$ cat src/rtl/byte_bus_bridge_if.sv
// Pin-side byte lanes and memory request/response signals of the byte bus bridge.
// master: the bridge itself; slave: the surrounding pins/fabric (or a bench).
interface byte_bus_bridge_if;
    logic        frm_start;
    logic        rw_in;
    logic [7:0]  addr_byte;
    logic [7:0]  wdata_byte;
    logic [7:0]  rdata_byte;
    logic        rdata_oe;
    logic        mem_req_valid;
    logic        mem_req_ready;
    logic [31:0] mem_addr;
    logic [31:0] mem_wdata;
    logic        mem_we;
    logic        mem_rsp_valid;
    logic [31:0] mem_rdata;
    logic        busy;
    logic        err;

    modport master (
        input  frm_start, rw_in, addr_byte, wdata_byte,
        input  mem_req_ready, mem_rsp_valid, mem_rdata,
        output rdata_byte, rdata_oe,
        output mem_req_valid, mem_addr, mem_wdata, mem_we,
        output busy, err
    );

    modport slave (
        output frm_start, rw_in, addr_byte, wdata_byte,
        output mem_req_ready, mem_rsp_valid, mem_rdata,
        input  rdata_byte, rdata_oe,
        input  mem_req_valid, mem_addr, mem_wdata, mem_we,
        input  busy, err
    );
endinterface

$ cat src/rtl/byte_bus_bridge.sv
// Captures a 4-beat little-endian byte frame into a 32-bit memory request and streams
// read data back bytewise. Define BRIDGE_TIMEOUT_EN to bound the read-response wait.
module byte_bus_bridge #(
    parameter int unsigned TIMEOUT_CYC = 64,
    parameter logic [31:0] ERR_DATA    = 32'hDEAD_BEEF
) (
    input logic               clk,
    input logic               rst_n,
    byte_bus_bridge_if.master bus
);
    typedef enum logic [2:0] {IDLE, CAP, REQ, WAIT, DRV} state_e;

    state_e      state_q, state_d;
    logic [1:0]  beat_q, beat_d;
    logic [31:0] addr_q, addr_d;
    logic [31:0] wdata_q, wdata_d;
    logic [31:0] rdata_q, rdata_d;
    logic        rd_q, rd_d;
    logic [4:0]  lane_sel;

    // One beat counter serves both byte capture (CAP) and byte replay (DRV).
    assign lane_sel = {beat_q, 3'b000};

`ifdef BRIDGE_TIMEOUT_EN
    localparam int unsigned TW = $clog2(TIMEOUT_CYC + 1);

    logic [TW-1:0] tmo_q, tmo_d;
    logic          err_q, err_d;
    logic          tmo_hit;

    // Last permitted wait cycle; a response arriving here still wins.
    assign tmo_hit = (tmo_q == TW'(TIMEOUT_CYC - 1));
`endif

    always_comb begin
        state_d = state_q;
        beat_d  = beat_q;
        addr_d  = addr_q;
        wdata_d = wdata_q;
        rdata_d = rdata_q;
        rd_d    = rd_q;
`ifdef BRIDGE_TIMEOUT_EN
        tmo_d   = tmo_q;
        err_d   = err_q;
`endif
        case (state_q)
            IDLE: begin
                if (bus.frm_start) begin
                    addr_d  = {24'h0, bus.addr_byte};
                    wdata_d = {24'h0, bus.wdata_byte};
                    rd_d    = bus.rw_in;
                    beat_d  = 2'd1;
                    state_d = CAP;
`ifdef BRIDGE_TIMEOUT_EN
                    err_d   = 1'b0;
`endif
                end
            end
            CAP: begin
                addr_d[lane_sel +: 8]  = bus.addr_byte;
                wdata_d[lane_sel +: 8] = bus.wdata_byte;
                beat_d = beat_q + 2'd1;
                if (beat_q == 2'd3) begin
                    state_d = REQ;
                end
            end
            REQ: begin
                if (bus.mem_req_ready) begin
                    state_d = rd_q ? WAIT : IDLE;
`ifdef BRIDGE_TIMEOUT_EN
                    tmo_d   = '0;
`endif
                end
            end
            WAIT: begin
                if (bus.mem_rsp_valid) begin
                    rdata_d = bus.mem_rdata;
                    state_d = DRV;
                end
`ifdef BRIDGE_TIMEOUT_EN
                else if (tmo_hit) begin
                    rdata_d = ERR_DATA;
                    err_d   = 1'b1;
                    state_d = DRV;
                end else begin
                    tmo_d = tmo_q + 1'b1;
                end
`endif
            end
            DRV: begin
                beat_d = beat_q + 2'd1;
                if (beat_q == 2'd3) begin
                    state_d = IDLE;
                end
            end
            default: state_d = IDLE;
        endcase
    end

    always_ff @(posedge clk or negedge rst_n) begin
        if (!rst_n) begin
            state_q <= IDLE;
            beat_q  <= '0;
            addr_q  <= '0;
            wdata_q <= '0;
            rdata_q <= '0;
            rd_q    <= 1'b0;
        end else begin
            state_q <= state_d;
            beat_q  <= beat_d;
            addr_q  <= addr_d;
            wdata_q <= wdata_d;
            rdata_q <= rdata_d;
            rd_q    <= rd_d;
        end
    end

`ifdef BRIDGE_TIMEOUT_EN
    always_ff @(posedge clk or negedge rst_n) begin
        if (!rst_n) begin
            tmo_q <= '0;
            err_q <= 1'b0;
        end else begin
            tmo_q <= tmo_d;
            err_q <= err_d;
        end
    end

    assign bus.err = err_q;
`else
    logic unused_cfg;
    assign unused_cfg = ^{ERR_DATA, TIMEOUT_CYC};
    assign bus.err    = 1'b0;
`endif

    assign bus.busy          = (state_q != IDLE);
    assign bus.mem_req_valid = (state_q == REQ);
    assign bus.mem_addr      = addr_q;
    assign bus.mem_wdata     = wdata_q;
    assign bus.mem_we        = (state_q == REQ) && !rd_q;
    assign bus.rdata_oe      = (state_q == DRV);
    assign bus.rdata_byte    = (state_q == DRV) ? rdata_q[lane_sel +: 8] : 8'h00;
endmodule

$ cat src/flat_wrapper.sv
// flat-port wrapper written by rule: the top's interface ports become plain ports
module byte_bus_bridge_flat 
#(
    parameter int unsigned TIMEOUT_CYC = 64,
    parameter logic [31:0] ERR_DATA    = 32'hDEAD_BEEF
)
  (clk, rst_n, bus_frm_start, bus_rw_in, bus_addr_byte, bus_wdata_byte, bus_mem_req_ready, bus_mem_rsp_valid, bus_mem_rdata, bus_rdata_byte, bus_rdata_oe, bus_mem_req_valid, bus_mem_addr, bus_mem_wdata, bus_mem_we, bus_busy, bus_err);
  byte_bus_bridge_if bus_i ();
  input logic clk;
  input logic rst_n;
  input wire logic [$bits(bus_i.frm_start)-1:0] bus_frm_start;
  input wire logic [$bits(bus_i.rw_in)-1:0] bus_rw_in;
  input wire logic [$bits(bus_i.addr_byte)-1:0] bus_addr_byte;
  input wire logic [$bits(bus_i.wdata_byte)-1:0] bus_wdata_byte;
  input wire logic [$bits(bus_i.mem_req_ready)-1:0] bus_mem_req_ready;
  input wire logic [$bits(bus_i.mem_rsp_valid)-1:0] bus_mem_rsp_valid;
  input wire logic [$bits(bus_i.mem_rdata)-1:0] bus_mem_rdata;
  output wire logic [$bits(bus_i.rdata_byte)-1:0] bus_rdata_byte;
  output wire logic [$bits(bus_i.rdata_oe)-1:0] bus_rdata_oe;
  output wire logic [$bits(bus_i.mem_req_valid)-1:0] bus_mem_req_valid;
  output wire logic [$bits(bus_i.mem_addr)-1:0] bus_mem_addr;
  output wire logic [$bits(bus_i.mem_wdata)-1:0] bus_mem_wdata;
  output wire logic [$bits(bus_i.mem_we)-1:0] bus_mem_we;
  output wire logic [$bits(bus_i.busy)-1:0] bus_busy;
  output wire logic [$bits(bus_i.err)-1:0] bus_err;
  assign bus_i.frm_start = bus_frm_start;
  assign bus_i.rw_in = bus_rw_in;
  assign bus_i.addr_byte = bus_addr_byte;
  assign bus_i.wdata_byte = bus_wdata_byte;
  assign bus_i.mem_req_ready = bus_mem_req_ready;
  assign bus_i.mem_rsp_valid = bus_mem_rsp_valid;
  assign bus_i.mem_rdata = bus_mem_rdata;
  assign bus_rdata_byte = bus_i.rdata_byte;
  assign bus_rdata_oe = bus_i.rdata_oe;
  assign bus_mem_req_valid = bus_i.mem_req_valid;
  assign bus_mem_addr = bus_i.mem_addr;
  assign bus_mem_wdata = bus_i.mem_wdata;
  assign bus_mem_we = bus_i.mem_we;
  assign bus_busy = bus_i.busy;
  assign bus_err = bus_i.err;
  byte_bus_bridge #(.TIMEOUT_CYC(TIMEOUT_CYC), .ERR_DATA(ERR_DATA)) u_core (.clk(clk), .rst_n(rst_n), .bus(bus_i));
endmodule
$ cat config.mk
export PLATFORM = sky130hd
export DESIGN_NAME = byte_bus_bridge_flat
export DESIGN_NICKNAME = d
export VERILOG_FILES = /design/src/rtl/byte_bus_bridge_if.sv /design/src/rtl/byte_bus_bridge.sv /design/src/flat_wrapper.sv
export SDC_FILE = /design/constraint.sdc
export NUM_CORES = 1
export LEC_CHECK = 0
export CORE_MARGIN = 5
export CORE_UTILIZATION = 48
export CTS_BUF_LIST = sky130_fd_sc_hd__clkbuf_8
export DETAILED_ROUTE_END_ITERATION = 7
export PLACE_DENSITY = 0.82
export SLEW_MARGIN = 0
export SYNTH_ARGS = -nofsm -noshare
export SYNTH_HDL_FRONTEND = slang
export SYNTH_SLANG_ARGS = --single-unit
$ cat constraint.sdc
create_clock -name clk -period 3 [get_ports clk]
set_input_delay 0.3 -clock clk [delete_from_list [all_inputs] [get_ports clk]]
set_output_delay 0.3 -clock clk [all_outputs]
set_load 0.01 [all_outputs]
==> Yosys cells after proc, flatten, opt, wreduce, memory -nomap -nowiden <==
Cells that the tools add are included.
{ "totals": {"input_bits": 54, "reg_bits": 102, "out_inout_bits": 77} }
{ "op_classes": {"n_mux": 16, "reduce_logical": 12, "addsub": 2, "n_shift": 4, "n_eq_ne": 10} }
{ "op_table": {"columns": ["operator", "n"], "rows": [
  ["$pmux W32 S2", 2],
  ["$bwmux W32", 2],
  ["$mux W32", 2],
  ["$shiftx A8 B7 Y32", 2],
  ["$shift A8 B7 Y32 const A", 1],
  ["$shiftx A32 B6 Y8", 1],
  ["$mux W3", 5],
  ["$pmux W3 S5", 1],
  ["$mux W8", 1],
  ["$reduce_and A2 Y1", 4],
  ["$neg A5 Y7", 1],
  ["$eq A3 B2 Y1 const B", 2],
  ["$ne A2 B2 Y1 const B", 3],
  ["$reduce_and A5 Y1", 1],
  ["$mux W2", 2],
  ["$ne A2 B1 Y1 const B", 2],
  ["$pmux W2 S2", 1],
  ["$reduce_bool A2 Y1", 2],
  ["$eq A3 B1 Y1 const B", 1],
  ["$eq A3 B3 Y1 const B", 1],
  ["$logic_not A3 Y1", 1],
  ["$reduce_bool A3 Y1", 1],
  ["$add A2 B1 Y2 const B", 1],
  ["$eq A2 B2 Y1 const B", 1],
  ["other kinds (3)", 3]
]} }

==> Logic depth before layout (Yosys ltp) <==
{ "depth": {"depth_word": 4, "depth_mapped": 9, "depth_no_buf": 5} }

==> Worst setup path after synthesis <==
No wires, ideal clock.
{ "synth_timing": {"kind": "register -> register", "start": "register u_core.beat_q[0]", "end": "register u_core.addr_q[24], in the netlist u_core.bus.mem_addr[24]", "path_slack_ns": 0.579, "required_time_ns": 2.935, "t_arrival_ns": 2.356, "n_path_buf": 3, "synth_period_minus_slack_ns": 2.421, "stages_incl_launch_ff": 9, "path_cell_list": "dfrtp_1 -> clkbuf_1 -> buf_2 -> inv_1 -> ha_1 -> or4b_4 -> nor3_4 -> buf_6 -> a22o_1"} }
{ "synth_via": {"elab_chain_cells": 4, "elab_cells_between_ends": 5, "cone_classes": "add/sub (1); shift (2); mux (2)"} }
{ "synth_lines": {"columns": ["element", "line", "text"], "rows": [
  ["from (decl)", "byte_bus_bridge.sv:14", "logic [1:0] beat_q, beat_d;"],
  ["from (signal assigned)", "byte_bus_bridge.sv:110", "beat_q <= beat_d;"],
  ["$neg A5 Y7 (*)", "byte_bus_bridge.sv:60", "addr_d[lane_sel +: 8] = bus.addr_byte;"],
  ["$shiftx A8 B7 Y32 or $shift A8 B7 Y32 (tied branches)", "byte_bus_bridge.sv:60", null],
  ["$bwmux W32 (*)", "byte_bus_bridge.sv:60", null],
  ["$pmux W32 S2 (*)", "byte_bus_bridge.sv:46", "case (state_q)"],
  ["to (signal assigned)", "byte_bus_bridge.sv:111", "addr_q <= addr_d;"],
  ["to (decl)", "byte_bus_bridge.sv:15", "logic [31:0] addr_q, addr_d;"]
]} }
Mark *: on every way between the ends. The rest lies on a longest branch, timed or not.
A chain may end at the register's enable or synchronous reset.

==> Final worst setup path <==
{ "layout_timing": {"start": "register u_core.beat_q[0]", "end": "output port bus_rdata_byte[5]"} }
{ "layout_via": {"elab_chain_cells": 2} }
{ "layout_lines": {"columns": ["element", "line", "text"], "rows": [
  ["$shiftx A32 B6 Y8", "byte_bus_bridge.sv:142", "assign bus.rdata_byte = (state_q == DRV) ? rdata_q[lane_sel +: 8] : 8'h00;"],
  ["$mux W8", "byte_bus_bridge.sv:142", null],
  ["to (decl)", "flat_wrapper.sv:18", "output wire logic [$bits(bus_i.rdata_byte)-1:0] bus_rdata_byte;"]
]} }
Every way passes these cells.

==> impl_results.md <==
- Status: completed
- Pre-CTS setup slack: about 0.75 ns
- Async S/R FF share, synth: between 90% and 100%
- CP arrival: around 2.2 ns
- Gr usage total: ~21%
- Mapped Area: between 4000 and 5000 sq um
- CTS Sinks: about 100
- # DRC: 0
- ANT cells: 0
- Slew headroom: 21.4%
- Die Height: between 100 and 150 um
- H-Tree Depth: 3
- Clk Latency, worst-skew pair: 0.37 ns
- Antenna-violating nets left: 0
- Crit Reg-Reg Endpoint: u_core.bus.mem_addr[29]
- Antenna violations before repair: 0
- DR iter-0 viols: approximately 220
- Largest delay share family, worst path: buffers and inverters
- Distinct cell type count after synthesis: 39
- GRT overflow: 0
- RD Place Congestion: between 0.8 and 0.9
- I/O Buffers: around 130
- Slew Limit Fails: 0
- Vias in the first global route: roughly 3,300
- Worst path slowest cell: mux4_2
- Maxcap violations: 0
- Die width: 105 um
- Worst Setup SP: u_core.beat_q[0]
- Worst reg2reg setup slack: ~0.72 ns
- Setup TNS: 0 ns
- Syn_area_per_cell: about 14 sq um
- Hold Buf Count CTS: 0
- Util after Layout: approximately two thirds
- Fin Hold WS: 0.0325 ns
- Pwr Density: between 900 and 1000 nW/um^2
- CTS max path bufs: 2
- Critical path class: reg2out
- Internal: between 3 and 4 mW
- Post-DP Area: 5700 sq um
- Hold WC Path Type: in2async
- Critical Path RT: between 2 and 3 ns
- Clk pwr share: 14.1%
- Reg clk slew, reported paths: around 0.11 ns
- Yosys top cell area share: about three fifths
- Hold Violations, Final: 0
- Post-synthesis sequential area ratio: around 59%
- Mapped Cells: 310
- Die area: 11,000 sq um
- Share of cells above drive strength 1: approximately 17%
- Vias per std cell: around 5.8
- Worst r2r src: u_core.state_q[2]
- Sequential share of power: about two fifths
- Io pins: 131
- Ys flop type: dfrtp_1
- Reg2Reg Depth: 3
- DR pass1 iterations: 4
- Pleak: approximately 2.6 nW
- Net Sw Frac: about 36%
- Final setup margin: 0.468 ns
- Synth warnings: 0
- Layout area overhead: 36.4%
- CTS tree: built
- Synthesized net count: between 300 and 400
- Initial Util: between 40% and 50%
- Dpl hpwl: a little over 8 mm
- Max Fclk: just under 0.4 GHz
- VDD IR max: between 0.0004 and 0.0005 V
- Actual slew at the worst max-slew pin: 1.17 ns
- Setup-failing EPs final: 0
- Finished Cell Area: approximately 5900 sq um
- Drt wl/cell: between 20 and 25 um
- Core outline area: between 8000 and 9000 sq um
- Post-Route WL: ~11 mm
- Net switching power: 2.05 mW
- Tmin final: between 2 and 3 ns
- First-pass GRT wire length: roughly 18 mm
- Total number of vias: 3,187
- Worst path depth: 4
- Crit Path Max Fanout: 18
- End point of the critical path: bus_rdata_byte[5]
- Maximum number of pins on one net before global-route repair: 68
- Slowest Stage Delay on Critical Path: around 0.54 ns
- CP Buf/Inv Count: 2
- CTS Root Cell: clkbuf_8
- Post-route clock period utilization: a little over four fifths
- PostCTS Resize Cnt: 0
- EDFF count, synth: 0
- Setup crit start kind: flip-flop
- Site Rows: 34
- CTS buffer count: 9
- Power share of the combinational group: 45.9%
- Yosys reg bits: 102
- Post-CTS Setup Inserts: 0
- Clk_skew: approximately 0.019 ns
- Largest area contributor in the netlist: dfrtp_1
- Synth top area cells: dfrtp_1 (59%), a22o_1 (9.7%), mux2_2 (9.1%), mux4_2 (4.7%), o2bb2ai_1 (3.2%)
- RSZ-0062 raised after global routing: no
- Worst path cell trace: buf_4 > mux4_2 > and3_1 > clkdlybuf4s50_1
- Post-layout nets: 493
- Critical path capture point type: primary output
[cells in the mapped netlist (all sizes together), types with 2 or more instances]
| cell type | number |
|---|---|
| and3 | 9 |
| nor2b | 2 |
| inv | 5 |
| and2 | 3 |
| nor3 | 2 |
| o2bb2ai | 16 |
| a22o | 48 |
| mux4 | 9 |
| nor2 | 5 |
| nor4 | 2 |
| o21ai | 4 |
| mux2 | 35 |
| ha | 6 |
| clkbuf | 15 |
| nand3 | 17 |
| a21oi | 3 |
| dfrtp | 102 |
| nand2 | 4 |
| buf | 9 |
[registers in the layout, indices dropped and copies added (netlist names)]
| register | count |
|---|---|
| u_core.state_q | 3 |
| u_core.bus.mem_addr | 32 |
| u_core.bus.mem_wdata | 32 |
| u_core.rd_q | 1 |
| u_core.rdata_q | 32 |
| u_core.beat_q | 2 |
[metrics by stage]
stage | total power, mW | instances
after global routing | 6.11 | 546
after detailed placement | 4.98 | 530
after CTS | 5.80 | 546
after floorplan | 3.79 | 310
after global placement | 4.86 | 530
final | 5.75 | 546
[power by group through the flow]
stage / clock (mW) / combinational (mW) / sequential, mW
finish: 0.814 / 2.64 / 2.30
global route: 0.889 / 2.86 / 2.37
CTS: 0.836 / 2.66 / 2.30
detailed placement: 0 / 2.66 / 2.33
global placement: 0 / 2.56 / 2.30
floorplan: 0 / 1.45 / 2.34
[cell usage in the layout, fill, tap and decap left out, types with 3 or more instances in the layout]
master / n
ha_1: 6
a22o_1: 48
and3_1: 9
nand2_1: 4
mux4_2: 9
clkdlybuf4s50_1: 128
inv_1: 5
clkinv_4: 3
dfrtp_1: 102
mux2_2: 35
a21oi_1: 3
and2_1: 3
nor2_1: 3
buf_4: 7
clkbuf_8: 9
nand3_1: 17
o21ai_1: 3
o2bb2ai_1: 16
[routing by layer]
metal | wire, um | GRT usage [%] | vias to the layer above
met4 | 78 | 4.47 | 0
met5 | 0 | 0 | -
met2 | 5260 | 31.9 | 159
li1 | - | - | 1424
met3 | 1010 | 7.03 | 7
met1 | 4680 | 28.2 | 1597
[worst min path at each step]
stage               slack [ns]  depth (start not counted)                        to   from
global placement          0.45                          1  u_core.bus.mem_wdata[18]  rst_n
finish                    0.03                          1  u_core.bus.mem_wdata[16]  rst_n
CTS                       0.06                          1  u_core.bus.mem_wdata[16]  rst_n
global route              0.11                          1   u_core.bus.mem_addr[31]  rst_n
detailed placement        0.46                          1  u_core.bus.mem_wdata[18]  rst_n
floorplan                0.004                          0          u_core.beat_q[0]  rst_n
[worst reg2reg max path, delay by kind of cell, from the launching register on]
kind             cells  cell delay [ns]
AO/OA/AOI/OAI        2             0.95
flip-flops           1             0.63
AND/OR/NAND/NOR      1             0.60
[final cells by class]
class,instances,area (sq um)
fillers,602,2830
flip-flops and latches,102,2550
multi-input cells,179,1640
repair buffers,136,1350
well taps,108,135
clock buffers,9,124
clock inverters,7,65.1
inverters,5,18.8
[logic make-up after synthesis]
logic type,share of synthesized area [%]
simple gates,7.31
other cells,0.0869
compound gates,14.8
buf+inv,2.90
xor+xnor,0.203
flops,59.1
mux,13.8
fa+ha+maj,1.74
(Power assumes the default switching activity.)
